==> config.mk <==
export PLATFORM = sky130hd
export DESIGN_NAME = amm_trans_block
export DESIGN_NICKNAME = d
export VERILOG_FILES = /design/src/rtl/settings_pkg.sv /design/src/rtl/amm_be_gen.sv /design/src/rtl/amm_trans_block.sv
export SDC_FILE = /design/constraint.sdc
export NUM_CORES = 1
export LEC_CHECK = 0
export BUFFER_PORTS_ARGS = -buffer_cell sky130_fd_sc_hd__buf_2
export CORE_MARGIN = 2
export CORE_UTILIZATION = 51
export CTS_BUF_LIST = sky130_fd_sc_hd__clkbuf_8
export CTS_CLUSTER_SIZE = 40
export DETAILED_ROUTE_END_ITERATION = 7
export GPL_TIMING_DRIVEN = 0
export HOLD_SLACK_MARGIN = 0.08
export PLACE_DENSITY_LB_ADDON = 0.12
export SYNTH_ARGS = -nofsm -noshare
export SYNTH_HDL_FRONTEND = slang
export SYNTH_HIERARCHICAL = 1
export SYNTH_SLANG_ARGS = --single-unit
export TNS_END_PERCENT = 10
==> constraint.sdc <==
create_clock -name clk_i -period 4.3 [get_ports clk_i]
set_input_delay 0.86 -clock clk_i [delete_from_list [all_inputs] [get_ports clk_i]]
set_output_delay 0.86 -clock clk_i [all_outputs]
set_load 0.005 [all_outputs]
==> src/rtl/settings_pkg.sv <==
// Shared widths, command packet type and byteenable helper for the trans block.
package settings_pkg;
   localparam int DATA_W      = 64;
   localparam int ADDR_W      = 31;
   localparam int AMM_BURST_W = 11;
   localparam     ADDR_TYPE   = "BYTE";
   localparam int BE_W        = DATA_W / 8;
   localparam int ADDR_B_W    = $clog2(BE_W);
   localparam int MAX_LEN     = 2 ** (AMM_BURST_W - 1);

   typedef enum logic [1:0] {IDLE_S, WR_BURST_S, RD_CMD_S} state_t;

   // low_burst_bits[ADDR_B_W] flags a byte span that crosses a word boundary
   typedef struct packed {
      logic                pkt_type;     // 0 = write, 1 = read
      logic [ADDR_W-1:0]   word_addr;
      logic [ADDR_B_W:0]   low_burst_bits;
      logic [ADDR_B_W-1:0] start_offset;
      logic [ADDR_B_W-1:0] end_offset;
   } trans_struct_t;

   // First beat keeps bytes >= offset, last beat keeps bytes <= offset
   function automatic logic [BE_W-1:0] be_mask(input logic [ADDR_B_W-1:0] offset,
                                               input logic is_first);
      logic [BE_W-1:0] m;
      for (int i = 0; i < BE_W; i++)
         m[i] = is_first ? (i >= int'(offset)) : (i <= int'(offset));
      return m;
   endfunction
endpackage

==> src/rtl/amm_be_gen.sv <==
// Byteenable for a given beat: first/last masks from the offsets, middle beats all ones.
module amm_be_gen
   import settings_pkg::*;
#(
   parameter ADDR_TYPE = "BYTE"
) (
   input  logic [ADDR_B_W-1:0]    i_start_off,
   input  logic [ADDR_B_W-1:0]    i_end_off,
   input  logic [AMM_BURST_W-1:0] i_beat,
   input  logic [AMM_BURST_W-1:0] i_len,
   output logic [BE_W-1:0]        o_be
);
   generate
      if (ADDR_TYPE == "BYTE") begin : g_byte
         // a single-beat burst is both first and last, so both masks apply
         always_comb begin
            o_be = '1;
            if (i_beat == '0)
               o_be = o_be & be_mask(i_start_off, 1'b1);
            if (i_beat == i_len - AMM_BURST_W'(1))
               o_be = o_be & be_mask(i_end_off, 1'b0);
         end
      end else begin : g_word
         logic w_unused;
         assign w_unused = ^{i_start_off, i_end_off, i_beat, i_len};
         assign o_be     = '1;
      end
   endgenerate
endmodule

==> src/rtl/amm_trans_block.sv <==
// Executes one accepted command as a single Avalon-MM burst (pattern writes or read command).
module amm_trans_block
   import settings_pkg::*;
#(
   parameter ADDR_TYPE = settings_pkg::ADDR_TYPE
) (
   input  logic                   clk_i,
   input  logic                   rst_i,
   input  logic                   op_valid_i,
   input  trans_struct_t          op_pkt_i,
   output logic                   cmd_accept_ready_o,
   input  logic [AMM_BURST_W-2:0] burst_len_i,
   input  logic [31:0]            data_pattern_i,
   output logic                   busy_o,
   output logic [ADDR_W-1:0]      amm_address_o,
   output logic                   amm_read_o,
   output logic                   amm_write_o,
   output logic [DATA_W-1:0]      amm_writedata_o,
   output logic [BE_W-1:0]        amm_byteenable_o,
   output logic [AMM_BURST_W-1:0] amm_burstcount_o,
   input  logic                   amm_waitrequest_i
);
   localparam bit BYTE_MODE = (ADDR_TYPE == "BYTE");

   state_t                 r_state, w_state_nxt;
   logic                   r_ready, r_busy;
   logic [AMM_BURST_W-1:0] r_len, r_beat, w_len, w_base, w_beat_nxt;
   logic [ADDR_B_W-1:0]    r_start, r_end;
   logic [31:0]            r_pattern;
   logic [ADDR_W-1:0]      r_addr;
   logic [DATA_W-1:0]      r_wdata;
   logic [BE_W-1:0]        r_be, w_be;
   logic                   w_accept, w_beat_done, w_last;
   logic [ADDR_B_W-1:0]    w_be_start, w_be_end;
   logic [AMM_BURST_W-1:0] w_be_beat, w_be_len;
   logic                   w_unused;

   assign w_accept    = op_valid_i & r_ready;
   assign w_beat_done = (r_state == WR_BURST_S) & ~amm_waitrequest_i;
   assign w_last      = (r_beat == r_len - AMM_BURST_W'(1));
   assign w_beat_nxt  = r_beat + AMM_BURST_W'(1);
   assign w_unused    = ^op_pkt_i.low_burst_bits;

   // Beat count: zero length means one beat, boundary crossing adds one, then saturate
   always_comb begin
      w_base = (burst_len_i == '0) ? AMM_BURST_W'(1) : {1'b0, burst_len_i};
      w_len  = w_base + AMM_BURST_W'(BYTE_MODE & op_pkt_i.low_burst_bits[ADDR_B_W]);
      if (w_len > AMM_BURST_W'(MAX_LEN))
         w_len = AMM_BURST_W'(MAX_LEN);
   end

   // Byteenable is precomputed for the beat about to be presented
   assign w_be_start = w_accept ? op_pkt_i.start_offset : r_start;
   assign w_be_end   = w_accept ? op_pkt_i.end_offset   : r_end;
   assign w_be_beat  = w_accept ? '0                    : w_beat_nxt;
   assign w_be_len   = w_accept ? w_len                 : r_len;

   amm_be_gen #(.ADDR_TYPE(ADDR_TYPE)) u_be_gen (
      .i_start_off (w_be_start),
      .i_end_off   (w_be_end),
      .i_beat      (w_be_beat),
      .i_len       (w_be_len),
      .o_be        (w_be)
   );

   // Next-state: a started burst only ends once its last beat is taken
   always_comb begin
      w_state_nxt = r_state;
      case (r_state)
         IDLE_S:     if (w_accept)
                        w_state_nxt = op_pkt_i.pkt_type ? RD_CMD_S : WR_BURST_S;
         WR_BURST_S: if (!amm_waitrequest_i && w_last) w_state_nxt = IDLE_S;
         RD_CMD_S:   if (!amm_waitrequest_i) w_state_nxt = IDLE_S;
         default:    w_state_nxt = IDLE_S;
      endcase
   end

   // State, ready and busy; busy stretches over the cycle the block returns to idle
   always_ff @(posedge clk_i or negedge rst_i) begin
      if (!rst_i) begin
         r_state <= IDLE_S;
         r_ready <= 1'b0;
         r_busy  <= 1'b0;
      end else begin
         r_state <= w_state_nxt;
         r_ready <= (w_state_nxt == IDLE_S);
         r_busy  <= (w_state_nxt != IDLE_S) | (r_state != IDLE_S);
      end
   end

   // Command capture at accept and per-beat advance on each accepted write beat
   always_ff @(posedge clk_i or negedge rst_i) begin
      if (!rst_i) begin
         r_addr    <= '0;
         r_len     <= '0;
         r_beat    <= '0;
         r_start   <= '0;
         r_end     <= '0;
         r_pattern <= '0;
         r_wdata   <= '0;
         r_be      <= '0;
      end else if (w_accept) begin
         r_addr    <= BYTE_MODE ? (op_pkt_i.word_addr << ADDR_B_W) : op_pkt_i.word_addr;
         r_len     <= w_len;
         r_beat    <= '0;
         r_start   <= op_pkt_i.start_offset;
         r_end     <= op_pkt_i.end_offset;
         r_pattern <= data_pattern_i;
         r_wdata   <= {DATA_W/32{data_pattern_i}};
         r_be      <= op_pkt_i.pkt_type ? '1 : w_be;
      end else if (w_beat_done && !w_last) begin
         r_beat    <= w_beat_nxt;
         r_wdata   <= {DATA_W/32{r_pattern + 32'(w_beat_nxt)}};
         r_be      <= w_be;
      end
   end

   assign cmd_accept_ready_o = r_ready;
   assign busy_o             = r_busy;
   assign amm_read_o         = (r_state == RD_CMD_S);
   assign amm_write_o        = (r_state == WR_BURST_S);
   assign amm_address_o      = r_addr;
   assign amm_burstcount_o   = r_len;
   assign amm_writedata_o    = r_wdata;
   assign amm_byteenable_o   = r_be;
endmodule

==> out/metrics.csv, run 1 <==
metric,value,unit
status,completed,
minimum clock period,4.18,ns
layout cell share with drive strength beyond 1,0.270,
area occupied by multi-input gates,4180,µm²
first-pass GRT wire length,33.9,mm
TritonRoute pass-1 iters,8,
CP Launch Type,primary input,
Slowest Stage Delay on Critical Path,0.31,ns
clock latency on the worst-skew pair,0.46,ns
Yosys reg bits,132,
final hold violation count,0,
"Seq/Total Area, Yosys",0.417,
WL met1,9.94,mm
max_cap viols,0,
grt total ovfl,0,
Tcrit/Tclk final,0.973,
Peak Freq,239,MHz
hold_buf cts,0,
CTS tree,done,
Ant. Diodes,0,
Layout area overhead,22.2,%
Placed Instances,1297,
Clk Tree Root Cell,clkbuf_8,
Worst EP required,4.65,ns
# nets final,1235,
clk buf depth,2,
worst path arrival time,4.53,ns
worst path cell trace,buf_2 > nor4_2 > a31o_2 > ha_4 > ha_4 > and3_1 > clkbuf_2 > nand3_1 > o31ai_1 > o2111ai_1 > a21oi_1 > a22o_2 > inv_1 > ha_2 > nor4b_4 > a21bo_2 > a32o_2 > a221oi_4 > buf_12 > a41oi_1 > o22a_1,
Synth Flop Type,dfrtp_1,
synthesized area per cell,8.69,µm²
Leak,4.83,nW
"commonest cells after routing, fill and taps aside","nand2_1, buf_2, dfrtp_1",
Die Wd,129,µm
Final Setup Violations,0,
Crit path top cell by count,ha_4,
Final Hold Slack,0.342,ns
CTS sink count,132,
via count of the first global-routing pass,6695,
Routed Antenna Nets,0,
IO Port Bufs,194,
Die H,129,µm
via count,7186,
RR Endpoint,amm_writedata_o[61],
YS warnings,6,
Starting Density,0.521,
Via density,5.40,
clock buffer count from CTS,17,
DRC violations left,0,
wire length on met2,9.23,mm
final slew viol count,0,
post-DP HPWL,15.7,mm
clock skew,0.0102,ns
Worst-path clk slew,0.08,ns
slowest cell on the critical path,a221oi_4,
Std-Cell Core Area,15200,µm²
Top Layer Used,met4,
Crit Path Class,primary input to register,
CP max FO,7,
r2r setup slk,0.24,ns
worst setup path startpoint,burst_len_i[1],
mapped cell area,7930,µm²
CP top delay family,compound AO/OA/AOI/OAI gates,
"non-filler cells, final",1331,
drt wl/cell,15.8,µm
"FFs w/ async S/R, synth",1.00,
FF-to-FF path depth,14,
fill cell count,1366,
Critical Path End Type,register,
Ports,206,
# rows,45,
Worst Hold Class,primary input to asynchronous set/reset pin,
gpl congestion,0.895,
"most common cell after layout, fill and taps aside",nand2_1,
H-tree depth,4,
WL final,21.0,mm
Sum Neg Setup Slack,0,ns
Post-synth EDFFs,0,
Mapped Cells,912,
count of cell types in the netlist,74,
Worst slew margin,0.257,
FF+latch area,3300,µm²
RSZ-0062 raised after global routing,true,
Worst Path Buf+Inv,4,
antenna violations before repair,0,
VDD IR max,0.301,mV
gr usage total,0.262,
initial DRC count,444,
RR Startpoint,r_beat[2],
WL met3,1.46,mm
PD cells,668,nW/µm²
Die ar.,16600,µm²
largest net degree at the start of global routing,77,
Worst Tran Pin Value,1.10,ns
## per-stage QoR
step | util | cell area [µm²] | total power [mW] | setup slack, ns
2_1_floorplan | - | 7980 | 4.28 | -0.00888
3_3_place_gp | 0.604 | 9190 | 5.33 | -0.618
3_5_place_dp | 0.607 | 9220 | 5.40 | -0.633
4_1_cts | 0.634 | 9640 | 6.48 | 0.0121
5_1_grt | 0.637 | 9680 | 7.01 | -0.199
6_report | 0.637 | 9680 | 6.47 | 0.118
## sequential cells by signal (all words and copies together) (netlist names)
| signal | flops |
|---|---|
| busy_o | 1 |
| cmd_accept_ready_o | 1 |
| amm_burstcount_o | 11 |
| r_state | 2 |
| r_start | 3 |
| amm_writedata_o | 32 |
| r_pattern | 32 |
| amm_byteenable_o | 8 |
| r_beat | 11 |
| amm_address_o | 28 |
| r_end | 3 |
## cell usage after synthesis (3+ instances only)
cell,n,area [µm²]
o21ai_0,46,230
inv_1,20,75.1
o31ai_1,5,37.5
and3_1,14,87.6
ha_1,16,200
a31oi_1,8,50.1
clkbuf_1,24,90.1
xor2_1,38,333
o211ai_1,4,30.0
a211oi_1,10,75.1
buf_1,7,26.3
xnor2_1,33,289
nor2_1,40,150
nand2_1,250,938
buf_2,3,15.0
nor3_1,10,50.1
nor4_1,8,50.1
o21bai_1,4,30.0
nand3_1,21,105
dfrtp_1,132,3300
and2_1,13,81.3
o221ai_1,3,26.3
and4_1,4,35.0
o22a_1,8,70.1
nand3b_1,5,37.5
a31o_2,8,70.1
nand2b_1,4,25.0
nor2b_1,4,25.0
buf_4,38,285
buf_6,3,33.8
mux2i_1,29,290
a41oi_1,7,61.3
a21oi_1,31,155
nand4_1,4,25.0
or3_1,5,31.3
o21ai_1,5,25.0
## power breakdown
part / switching (mW) / total, mW / internal (mW)
sequential: 0.457 / 2.24 / 1.78
combinational: 1.71 / 3.18 / 1.48
clock: 0.532 / 1.05 / 0.518
total: 2.70 / 6.47 / 3.78
## what timing repair did
| action | in CTS | in global routing |
|---|---|---|
| pin swaps | 0 | 3 |
| gates resized for setup | 4 | 6 |
| endpoints found under the hold margin | 0 | 0 |
| setup endpoints to repair | 8 | 11 |
| setup buffers | 1 | 1 |
## cell type report
type                    count  area share
flip-flops and latches    132       0.341
clock inverters            15      0.0163
inverters                  20     0.00775
repair buffers            197       0.107
multi-input cells         687       0.431
well taps                 188      0.0243
clock buffers              17      0.0242
plain buffers              75      0.0487
## layer usage
layer  global-route usage  up-vias
met2                0.401      275
li1                     -     3548
met1                0.374     3335
met5                    0        -
met3               0.0541       28
met4               0.0882        0
## cell families (layout without fill, tap and decap cells)
kind of cell / count (synthesis) / after routing / synth area share
AND/OR/NAND/NOR: 396 / 396 / 0.224
AO/OA/AOI/OAI: 170 / 170 / 0.147
flip-flops: 132 / 132 / 0.417
buffers and inverters: 95 / 324 / 0.0663
XOR/XNOR: 71 / 71 / 0.0785
multiplexers: 30 / 30 / 0.0385
adder cells (fa/ha/maj): 17 / 17 / 0.0278
other: 1 / 3 / 0.000473
## worst register-to-register path: stages (launching register included)
cell       delay (ns)
dfrtp_1          0.32
clkbuf_1         0.32
and3_1           0.32
and3_1           0.25
and3_1           0.26
and3_1           0.25
xor2_1           0.27
ha_1             0.26
nand4_1          0.17
nor4_2           0.38
o31ai_4          0.18
a2111oi_0        0.58
xor2_1           0.13
mux2i_1          0.16
o21ai_0          0.08
## worst max path at each step
stage | endpoint | cells past startpoint
floorplan | amm_byteenable_o[1] | 19
global placement | amm_byteenable_o[2] | 19
detailed placement | amm_byteenable_o[5] | 19
CTS | amm_byteenable_o[5] | 15
global route | amm_byteenable_o[1] | 19
finish | amm_byteenable_o[1] | 21
No activity file was read; power rests on OpenSTA's default activity.
==> inputs of run 2 (changes only) <==
--- a/config.mk
+++ b/config.mk
@@ -7,7 +7,7 @@
 export LEC_CHECK = 0
 export BUFFER_PORTS_ARGS = -buffer_cell sky130_fd_sc_hd__buf_2
 export CORE_MARGIN = 2
-export CORE_UTILIZATION = 51
+export CORE_UTILIZATION = 50
 export CTS_BUF_LIST = sky130_fd_sc_hd__clkbuf_8
 export CTS_CLUSTER_SIZE = 40
 export DETAILED_ROUTE_END_ITERATION = 7
==> run 2 against run 1 <==
Maximum frequency down 0.74%. First-iteration DRC count down 14%. Count of clock-buffer cells in the layout up 1. Sequential share of layout area down 0.53 points. Worst setup slack worse by 0.031 ns. Die area up 1.9%. Critical path type unchanged. Clock power up 8%. Largest cell class unchanged. Largest power group unchanged.
==> out/metrics.csv, run 2 (synthesis results as in run 1) <==
metric,value,unit
# rows,46,
Starting Density,0.504,
largest net degree at the start of global routing,79,
IO Port Bufs,194,
met3 usage,0.0627,
clk buf depth,2,
area occupied by multi-input gates,4240,µm²
Slowest Stage Delay on Critical Path,0.49,ns
final slew viol count,0,
minimum clock period,4.21,ns
"commonest cells after routing, fill and taps aside","nand2_1, buf_2, dfrtp_1",
clock latency on the worst-skew pair,0.46,ns
Routed Antenna Nets,0,
Sum Neg Setup Slack,0,ns
CP Launch Type,primary input,
slowest cell on the critical path,or4_4,
Std-Cell Core Area,15700,µm²
FF+latch area,3300,µm²
hold_buf cts,0,
gpl congestion,0.883,
initial DRC count,382,
FF-to-FF path depth,14,
Clk Tree Root Cell,clkbuf_8,
Via density,5.33,
H-tree depth,4,
Leak,4.88,nW
worst path arrival time,4.55,ns
DRC violations left,0,
RR Endpoint,amm_writedata_o[61],
M1 GR Usage,0.360,
CTS sink count,132,
"Cell Area, Placed",9260,µm²
fill cell count,1430,
gr usage total,0.256,
grt peak-use layer,met2,
TritonRoute pass-1 iters,5,
Worst Hold Class,primary input to asynchronous set/reset pin,
Final Setup Violations,0,
final hold violation count,0,
Die Wd,130,µm
Worst-path clk slew,0.08,ns
WL final,21.5,mm
first-pass GRT wire length,33.6,mm
# nets final,1239,
Ports,206,
RSZ-0062 raised after global routing,true,
CTS tree,done,
clock skew,0.0154,ns
CP max FO,7,
clock buffer count from CTS,17,
CP top delay family,simple AND/OR/NAND/NOR gates,
via count,7274,
worst path cell trace,buf_2 > nor4_2 > a31o_2 > ha_4 > and4_4 > nand2_1 > and2_1 > o2111ai_2 > a21oi_2 > a22o_2 > buf_4 > or3_4 > xnor2_1 > or4_4 > a221oi_4 > a41oi_2 > o22a_1,
fin area,9840,µm²
antenna violations before repair,1,
Worst Tran Pin Value,1.04,ns
post-DP HPWL,15.7,mm
status,completed,
Die ar.,16900,µm²
Worst EP required,4.64,ns
Crit Path Class,primary input to register,
worst setup path startpoint,burst_len_i[1],
Critical Path End Type,register,
grt total ovfl,0,
Worst Path Buf+Inv,2,
PD cells,671,nW/µm²
drt wl/cell,15.7,µm
Layout area overhead,24.1,%
Tcrit/Tclk final,0.980,
VDD IR max,0.304,mV
r2r setup slk,0.17,ns
max_cap viols,0,
via count of the first global-routing pass,6638,
Peak Freq,237,MHz
Worst slew margin,0.297,
met2 Usage GRT,0.394,
Die H,130,µm
RR Startpoint,r_beat[2],
layout cell share with drive strength beyond 1,0.282,
"most common cell after layout, fill and taps aside",nand2_1,
-- run 2: worst max-delay path by stage --
stage / end / slack [ns] / cells after the start
after global placement: amm_byteenable_o[1] / -0.58 / 19
after detailed placement: amm_byteenable_o[1] / -0.59 / 19
after global routing: amm_byteenable_o[1] / -0.1 / 17
after CTS: amm_byteenable_o[1] / -0.006 / 19
final: amm_byteenable_o[5] / 0.09 / 17
after floorplan: amm_byteenable_o[1] / -0.009 / 19
-- run 2: what timing repair did --
item                                    CTS  global route
gates resized for setup                   4            20
endpoints found under the setup margin   12            14
pin swaps                                 2             6
endpoints found under the hold margin     0             0
setup buffers                             0             6
-- run 2: per-stage QoR --
step	hold slack [ns]	instances	power (mW)	util	worst slack [ns]
2_1_floorplan	0.450	914	4.28	-	-0.00888
3_3_place_gp	0.455	1324	5.32	0.587	-0.579
3_5_place_dp	0.457	1325	5.39	0.589	-0.592
4_1_cts	0.471	1357	6.54	0.617	-0.00604
5_1_grt	0.482	1363	7.13	0.626	-0.0999
6_report	0.432	1364	6.61	0.626	0.0868
-- run 2: layout make-up --
| cell class | count | area share |
|---|---|---|
| flip-flops and latches | 132 | 0.336 |
| diodes | 1 | 0.000254 |
| clock buffers | 18 | 0.0252 |
| plain buffers | 75 | 0.0482 |
| inverters | 20 | 0.00763 |
| well taps | 216 | 0.0275 |
| multi-input cells | 687 | 0.431 |
| clock inverters | 14 | 0.0179 |
| repair buffers | 201 | 0.107 |
-- run 2: metal layers --
layer  share of wire  wire [µm]
met1            0.46       9880
met2            0.45       9770
met3           0.067       1430
met4           0.019        403
met5               0          0
-- run 2: where the power goes --
part           switching [mW]  internal [mW]  total (mW)
clock network           0.536          0.596        1.13
registers               0.444           1.78        2.23
logic                    1.73           1.51        3.25
total                    2.71           3.89        6.61
